### src/rtl/ahb_lite_cmd_master.sv
`timescale 1ns/1ps
// Single-channel AHB-Lite initiator: valid/ready commands in, pipelined NONSEQ singles out,
// one response per command. Handles wait states and the two-cycle ERROR cancel/reissue.
module ahb_lite_cmd_master (
    input  logic        HCLK,
    input  logic        HRESETn,
    input  logic        cmd_valid,
    output logic        cmd_ready,
    input  logic        cmd_write,
    input  logic [31:0] cmd_addr,
    input  logic [1:0]  cmd_size,
    input  logic [31:0] cmd_wdata,
    output logic        rsp_valid,
    output logic [31:0] rsp_rdata,
    output logic        rsp_err,
    output logic        busy,
    output logic [31:0] HADDR,
    output logic [1:0]  HTRANS,
    output logic        HWRITE,
    output logic [2:0]  HSIZE,
    output logic [2:0]  HBURST,
    output logic [3:0]  HPROT,
    output logic [31:0] HWDATA,
    input  logic        HREADY,
    input  logic        HRESP,
    input  logic [31:0] HRDATA
);
    logic        r_a_vld, r_a_hold, r_a_write;
    logic [31:0] r_a_addr, r_a_wdata;
    logic [1:0]  r_a_size;
    logic        r_d_vld, r_d_write;
    logic [31:0] r_d_wdata;
    logic        r_rsp_valid, r_rsp_err;
    logic [31:0] r_rsp_rdata;

    logic [1:0]  w_size;
    logic [31:0] w_addr;

    // Size 3 is clamped to word; address low bits are aligned to the clamped size.
    always_comb begin
        w_size = (cmd_size == 2'd3) ? 2'd2 : cmd_size;
        w_addr = cmd_addr;
        if (w_size == 2'd1)
            w_addr[0] = 1'b0;
        else if (w_size == 2'd2)
            w_addr[1:0] = 2'b00;
    end

    assign cmd_ready = HREADY & ~r_a_hold;
    assign busy      = r_a_vld | r_d_vld;
    assign HTRANS    = (r_a_vld & ~r_a_hold) ? 2'b10 : 2'b00;
    assign HADDR     = r_a_addr;
    assign HWRITE    = r_a_write;
    assign HSIZE     = {1'b0, r_a_size};
    assign HBURST    = 3'b000;
    assign HPROT     = 4'b0011;
    assign HWDATA    = r_d_wdata;
    assign rsp_valid = r_rsp_valid;
    assign rsp_rdata = r_rsp_rdata;
    assign rsp_err   = r_rsp_err;

    always_ff @(posedge HCLK or negedge HRESETn) begin
        if (!HRESETn) begin
            r_a_vld     <= 1'b0;
            r_a_hold    <= 1'b0;
            r_a_write   <= 1'b0;
            r_a_addr    <= '0;
            r_a_size    <= '0;
            r_a_wdata   <= '0;
            r_d_vld     <= 1'b0;
            r_d_write   <= 1'b0;
            r_d_wdata   <= '0;
            r_rsp_valid <= 1'b0;
            r_rsp_err   <= 1'b0;
            r_rsp_rdata <= '0;
        end else begin
            r_rsp_valid <= 1'b0;
            if (r_d_vld && HREADY) begin
                r_rsp_valid <= 1'b1;
                r_rsp_err   <= HRESP;
                if (!r_d_write)
                    r_rsp_rdata <= HRDATA;
            end

            if (HREADY) begin
                if (r_a_hold) begin
                    // Second ERROR cycle: the bus saw IDLE, so no data phase follows.
                    r_d_vld  <= 1'b0;
                    r_a_hold <= 1'b0;
                end else begin
                    r_d_vld   <= r_a_vld;
                    r_d_write <= r_a_write;
                    r_d_wdata <= r_a_wdata;
                    if (cmd_valid) begin
                        r_a_vld   <= 1'b1;
                        r_a_write <= cmd_write;
                        r_a_addr  <= w_addr;
                        r_a_size  <= w_size;
                        r_a_wdata <= cmd_wdata;
                    end else begin
                        r_a_vld <= 1'b0;
                    end
                end
            end else if (r_d_vld && HRESP && r_a_vld) begin
                r_a_hold <= 1'b1;
            end
        end
    end
endmodule

### config.mk
export PLATFORM = sky130hd
export DESIGN_NAME = ahb_lite_cmd_master
export DESIGN_NICKNAME = d
export VERILOG_FILES = /design/src/rtl/ahb_lite_cmd_master.sv
export SDC_FILE = /design/constraint.sdc
export NUM_CORES = 1
export LEC_CHECK = 0
export CORE_MARGIN = 2
export CORE_UTILIZATION = 43
export CTS_CLUSTER_SIZE = 16
export DETAILED_ROUTE_END_ITERATION = 7
export PLACE_DENSITY_LB_ADDON = 0.15
export SETUP_SLACK_MARGIN = 0.1
export SYNTH_ARGS = -nofsm -noshare
export SYNTH_HDL_FRONTEND = slang
export SYNTH_SLANG_ARGS = --single-unit
### constraint.sdc
create_clock -name HCLK -period 1.9 [get_ports HCLK]
set_clock_uncertainty 0.05 [all_clocks]
set_input_delay 0.285 -clock HCLK [delete_from_list [all_inputs] [get_ports HCLK]]
set_output_delay 0.285 -clock HCLK [all_outputs]
set_load 0.05 [all_outputs]
Yosys cells after proc, flatten, opt, wreduce, memory -nomap -nowiden
Index checks and enable logic that the tools add are counted.

Bits in registers: 137. Bits in latches: 0. Bits in writable memories: 0. ROM bits: 0. Bits of input ports: 104. Output and inout bits: 113. Memories kept: 0.

Add/sub/neg operators: 0. $mul: 0. Div/mod/pow operators: 0. Order comparisons: 0. Equality and inequality tests: 3. Shift-type cells: 0. Mux-type cells: 10. Bitwise logic cells: 5. Reduce and logical (&&, ||, !) cells: 7.

Operator list (number): $mux W1 (7); $mux W2 (3); $eq A2 B2 Y1 const B (2); $reduce_and A2 Y1 (2); $logic_and A1 B1 Y1 (3); $reduce_and A3 Y1 (1); $and A1 B1 Y1 (2); $eq A2 B1 Y1 const B (1); $not A1 Y1 (2); $reduce_bool A2 Y1 (1); $or A1 B1 Y1 (1).

Depth between registers and ports, before layout
Depth in word-level cells: 5. Mapped depth: 4.

Worst setup path after synthesis
No wires, ideal clock.

Path type: register to register. Start point: register r_a_hold. End point: register r_d_vld. Setup time: 70 ps. Data arrival time: 1385 ps. Data required time: 1780 ps. Path slack: 395 ps. Stages on the path, launching flop included: 3. Path buffers: 0. Period minus slack after synthesis: 1505 ps. Cell sequence: dfrtp_1 -> nor2b_1 -> mux2_2.

Longest elaborated chain between the ends: 1.

Ends and longest elaborated chain: start: declaration (line 28) `logic r_a_vld, r_a_hold, r_a_write;`; start signal: assignment (line 65) `r_a_hold <= 1'b0;`; start signal: assignment (line 89) `r_a_hold <= 1'b0;`; start signal: assignment (line 105) `r_a_hold <= 1'b1;`; $mux W1 (line 86) `if (r_a_hold) begin`; end signal: assignment (line 91) `r_d_vld <= r_a_vld;`; end: declaration (line 31) `logic r_d_vld, r_d_write;`.

Every way passes these cells. A chain may end at the register's enable or synchronous reset.

Worst setup path in the final report
Start point: input port HREADY. End point: output port cmd_ready.

Longest elaborated chain between the ends: 1.

Ends and longest elaborated chain: start: declaration (line 24) `input logic HREADY,`; $and A1 B1 Y1 (line 49) `assign cmd_ready = HREADY & ~r_a_hold;`; end: declaration (line 8) `output logic cmd_ready,`.

Every way passes these cells.

==> results.cfg <==
[run_status]
status = finished clean

[synth]
synth.avg_cell_area_um2 = 16.8
synth_seq_area_share = 0.661
syn_inst = 309
ys_warn_count = 0
synth_top_family_by_area = multiplexers
ys_seq_elements = 137
synth-compound-area-share = 0.00314
synthDistinctLibCells = 18
synthXorXnorAreaFrac = 0
synthSimpleGateAreaFrac = 0.0130
netlist_area_um2 = 5180
yosys.area_share.adder = 0
synth_mux_area_frac = 0.291

[timing]
fin_crit_sh = 0.891
period_minus_slack_ns = 1.69
timing.fmax_ghz = 0.591
worst_slew_pin_slew_ns = 0.541
rsz0062_at_grt = no
hold_viol = 0
slew_headroom = 0.640
finalSetupViolations = 0
finalMaxSlewViolations = 0
setup_tns_ns = 0
finalWorstSetupSlack_ns = 0.207

[floorplan]
dieArea_um2 = 13000
start_util = 0.435
die_h_um = 114
std_cell_rows = 40
ios = 217
core_area_um2 = 11900
die_width_um = 114

[power_and_ir_drop]
ir_drop_v = 0.000801
power_leakage_uw = 0.00360
p_per_area_nw_per_um2 = 1500

[global_routing]
grt_overflow = 0
grt_pass1_vias = 3539
grt_pass1_wl_um = 18300
grt_max_degree = 58
antenna_found_initial = 0
grt_use_total = 0.186

[cts]
cts_buffers = 17
post_cts_buffers = 0
clk_path_buf_depth = 2
cts_tree = built
h-tree-depth = 4
root_buffer = clkbuf_16
clkLatencyLatePin_ns = 0.41
clkSinkCount = 137
clkTransAtPathRegs_ns = 0.06

[drt]
routedWlPerCell_um = 16.4
firstDrtPassIters = 4
remaining_drc_errors = 0
viasPerCell = 4.79
drt_iter0_markers = 65
dr_total_vias = 3305
postRouteAntennaNets = 0
wl_um = 11300

[setup_path]
arrival_ns = 1.36
cp.required_ns = 1.56
cpPeakStageDelay_ns = 0.62
cp-start-kind = input pin
r2r_slack_ns = 0.54
cpMaxStageDelayCell = clkdlybuf4s50_1
timing.rr.end = r_a_wdata[25]
cp_top_family = buffers and inverters
cp_cell_sequence = clkdlybuf4s50_1, nand2b_2, inv_1, buf_12
rr_startpoint = r_a_hold
worstSetupPathType = input pin to output port
critical_path.max_fanout = 6
end_kind = output port
critical_path_buf_inv_count = 3
reg2reg_depth = 3

[layout]
nets = 635
diodes = 0
fin_area_um2 = 7950
drive_gt1_frac = 0.326
area_delta_synth_final_pct = 53.3

[place]
dp_hpwl_um = 8280
port_buffers = 207
postPlaceCellArea_um2 = 7480
pre_cts_ws_ns = 0.0770
routabilityCongestion = 0.735

[min_path]
min_path_type = input pin to async pin

[job]
cap_violations = 0
==> per-layer routing <==
metal / routed length [um] / vias to the layer above / global-route usage / share of wire
met4: 216 / 0 / 0.0829 / 0.019
met5: 0 / - / 0 / 0
li1: - / 1506 / - / -
met2: 5490 / 147 / 0.303 / 0.48
met3: 1090 / 16 / 0.0813 / 0.096
met1: 4530 / 1636 / 0.215 / 0.40
==> repair_timing <==
item | 4_1_cts | 5_1_grt
setup endpoints to repair | 87 | 0
hold buffers | 1 | 0
resized for setup | 87 | 0
hold endpoints to repair | 33 | 0
==> power by group <==
part           internal (uW)  switching (uW)
Combinational           1530            3190
Clock                   1960            1140
Sequential              3730             364
==> cell type report <==
type	count	area (um^2)
clock inverters	7	66.3
multi-input cells	155	1640
flip-flops and latches	137	3430
clock buffers	24	502
fillers	945	3960
inverters	1	3.75
well taps	147	184
repair buffers	219	2130
==> cell usage in the layout (no fill, tap or decap), types with 2 or more instances in the layout <==
cell type	Yosys	final
nor2b_1	3	3
clkbuf_8	0	5
mux2_1	19	19
clkinv_2	0	4
clkdlybuf4s50_1	0	102
mux2_2	115	115
clkbuf_16	0	17
dlygate4sd2_1	0	87
buf_4	10	19
clkbuf_1	0	2
conb_1	2	9
buf_12	0	9
dfrtp_1	137	137
==> worst register-to-register path, delay by kind of cell (launching register included) <==
family | cells | cell delay [ns]
flops | 1 | 0.41
buf+inv | 1 | 0.21
mux | 1 | 0.32
simple gates | 1 | 0.25
==> worst max path at each step <==
stage,start,end,slack (ns),cells after the start
2_1_floorplan,r_a_hold,r_d_vld,0.40,2
3_5_place_dp,HREADY,r_a_wdata[29],0.08,4
3_3_place_gp,HREADY,HWDATA[13],0.11,4
5_1_grt,HREADY,cmd_ready,0.14,4
4_1_cts,r_a_hold,cmd_ready,0.18,3
6_report,HREADY,cmd_ready,0.21,4
==> synth_stat cells <==
cell type / count / area share
dfrtp_1: 137 / 0.66
nand3b_2: 1 / 0.0022
and2_1: 1 / 0.0012
buf_6: 2 / 0.0043
buf_4: 10 / 0.014
nor2_1: 1 / 0.00072
a31oi_1: 1 / 0.0012
nand2b_1: 1 / 0.0012
buf_2: 11 / 0.011
nor3b_1: 1 / 0.0014
conb_1: 2 / 0.0014
inv_1: 1 / 0.00072
nor2b_1: 3 / 0.0036
nand3b_1: 1 / 0.0014
mux2_2: 115 / 0.25
mux2_1: 19 / 0.041
a21bo_2: 1 / 0.0019
or2_2: 1 / 0.0012
==> sequential cells by signal, summed over array words and instances (netlist names) <==
register / flops
HADDR: 32
HWDATA: 32
HWRITE: 1
r_a_hold: 1
r_a_size: 2
r_a_vld: 1
r_a_wdata: 32
r_d_vld: 1
r_d_write: 1
rsp_err: 1
rsp_rdata: 32
rsp_valid: 1
==> cell families after synthesis <==
group | Yosys count
buffers and inverters | 24
other | 2
flip-flops | 137
AO/OA/AOI/OAI | 2
multiplexers | 134
AND/OR/NAND/NOR | 10
==> per-stage QoR <==
stage	hold WS (ns)	util	instances	total power [uW]
6_report	0.288	0.667	690	11900
4_1_cts	0.281	0.667	690	12000
5_1_grt	0.310	0.667	690	12400
3_3_place_gp	0.149	0.628	658	9260
2_1_floorplan	-0.0606	-	316	7440
3_5_place_dp	0.151	0.628	658	9350
No activity file was read; power rests on OpenSTA's default activity.
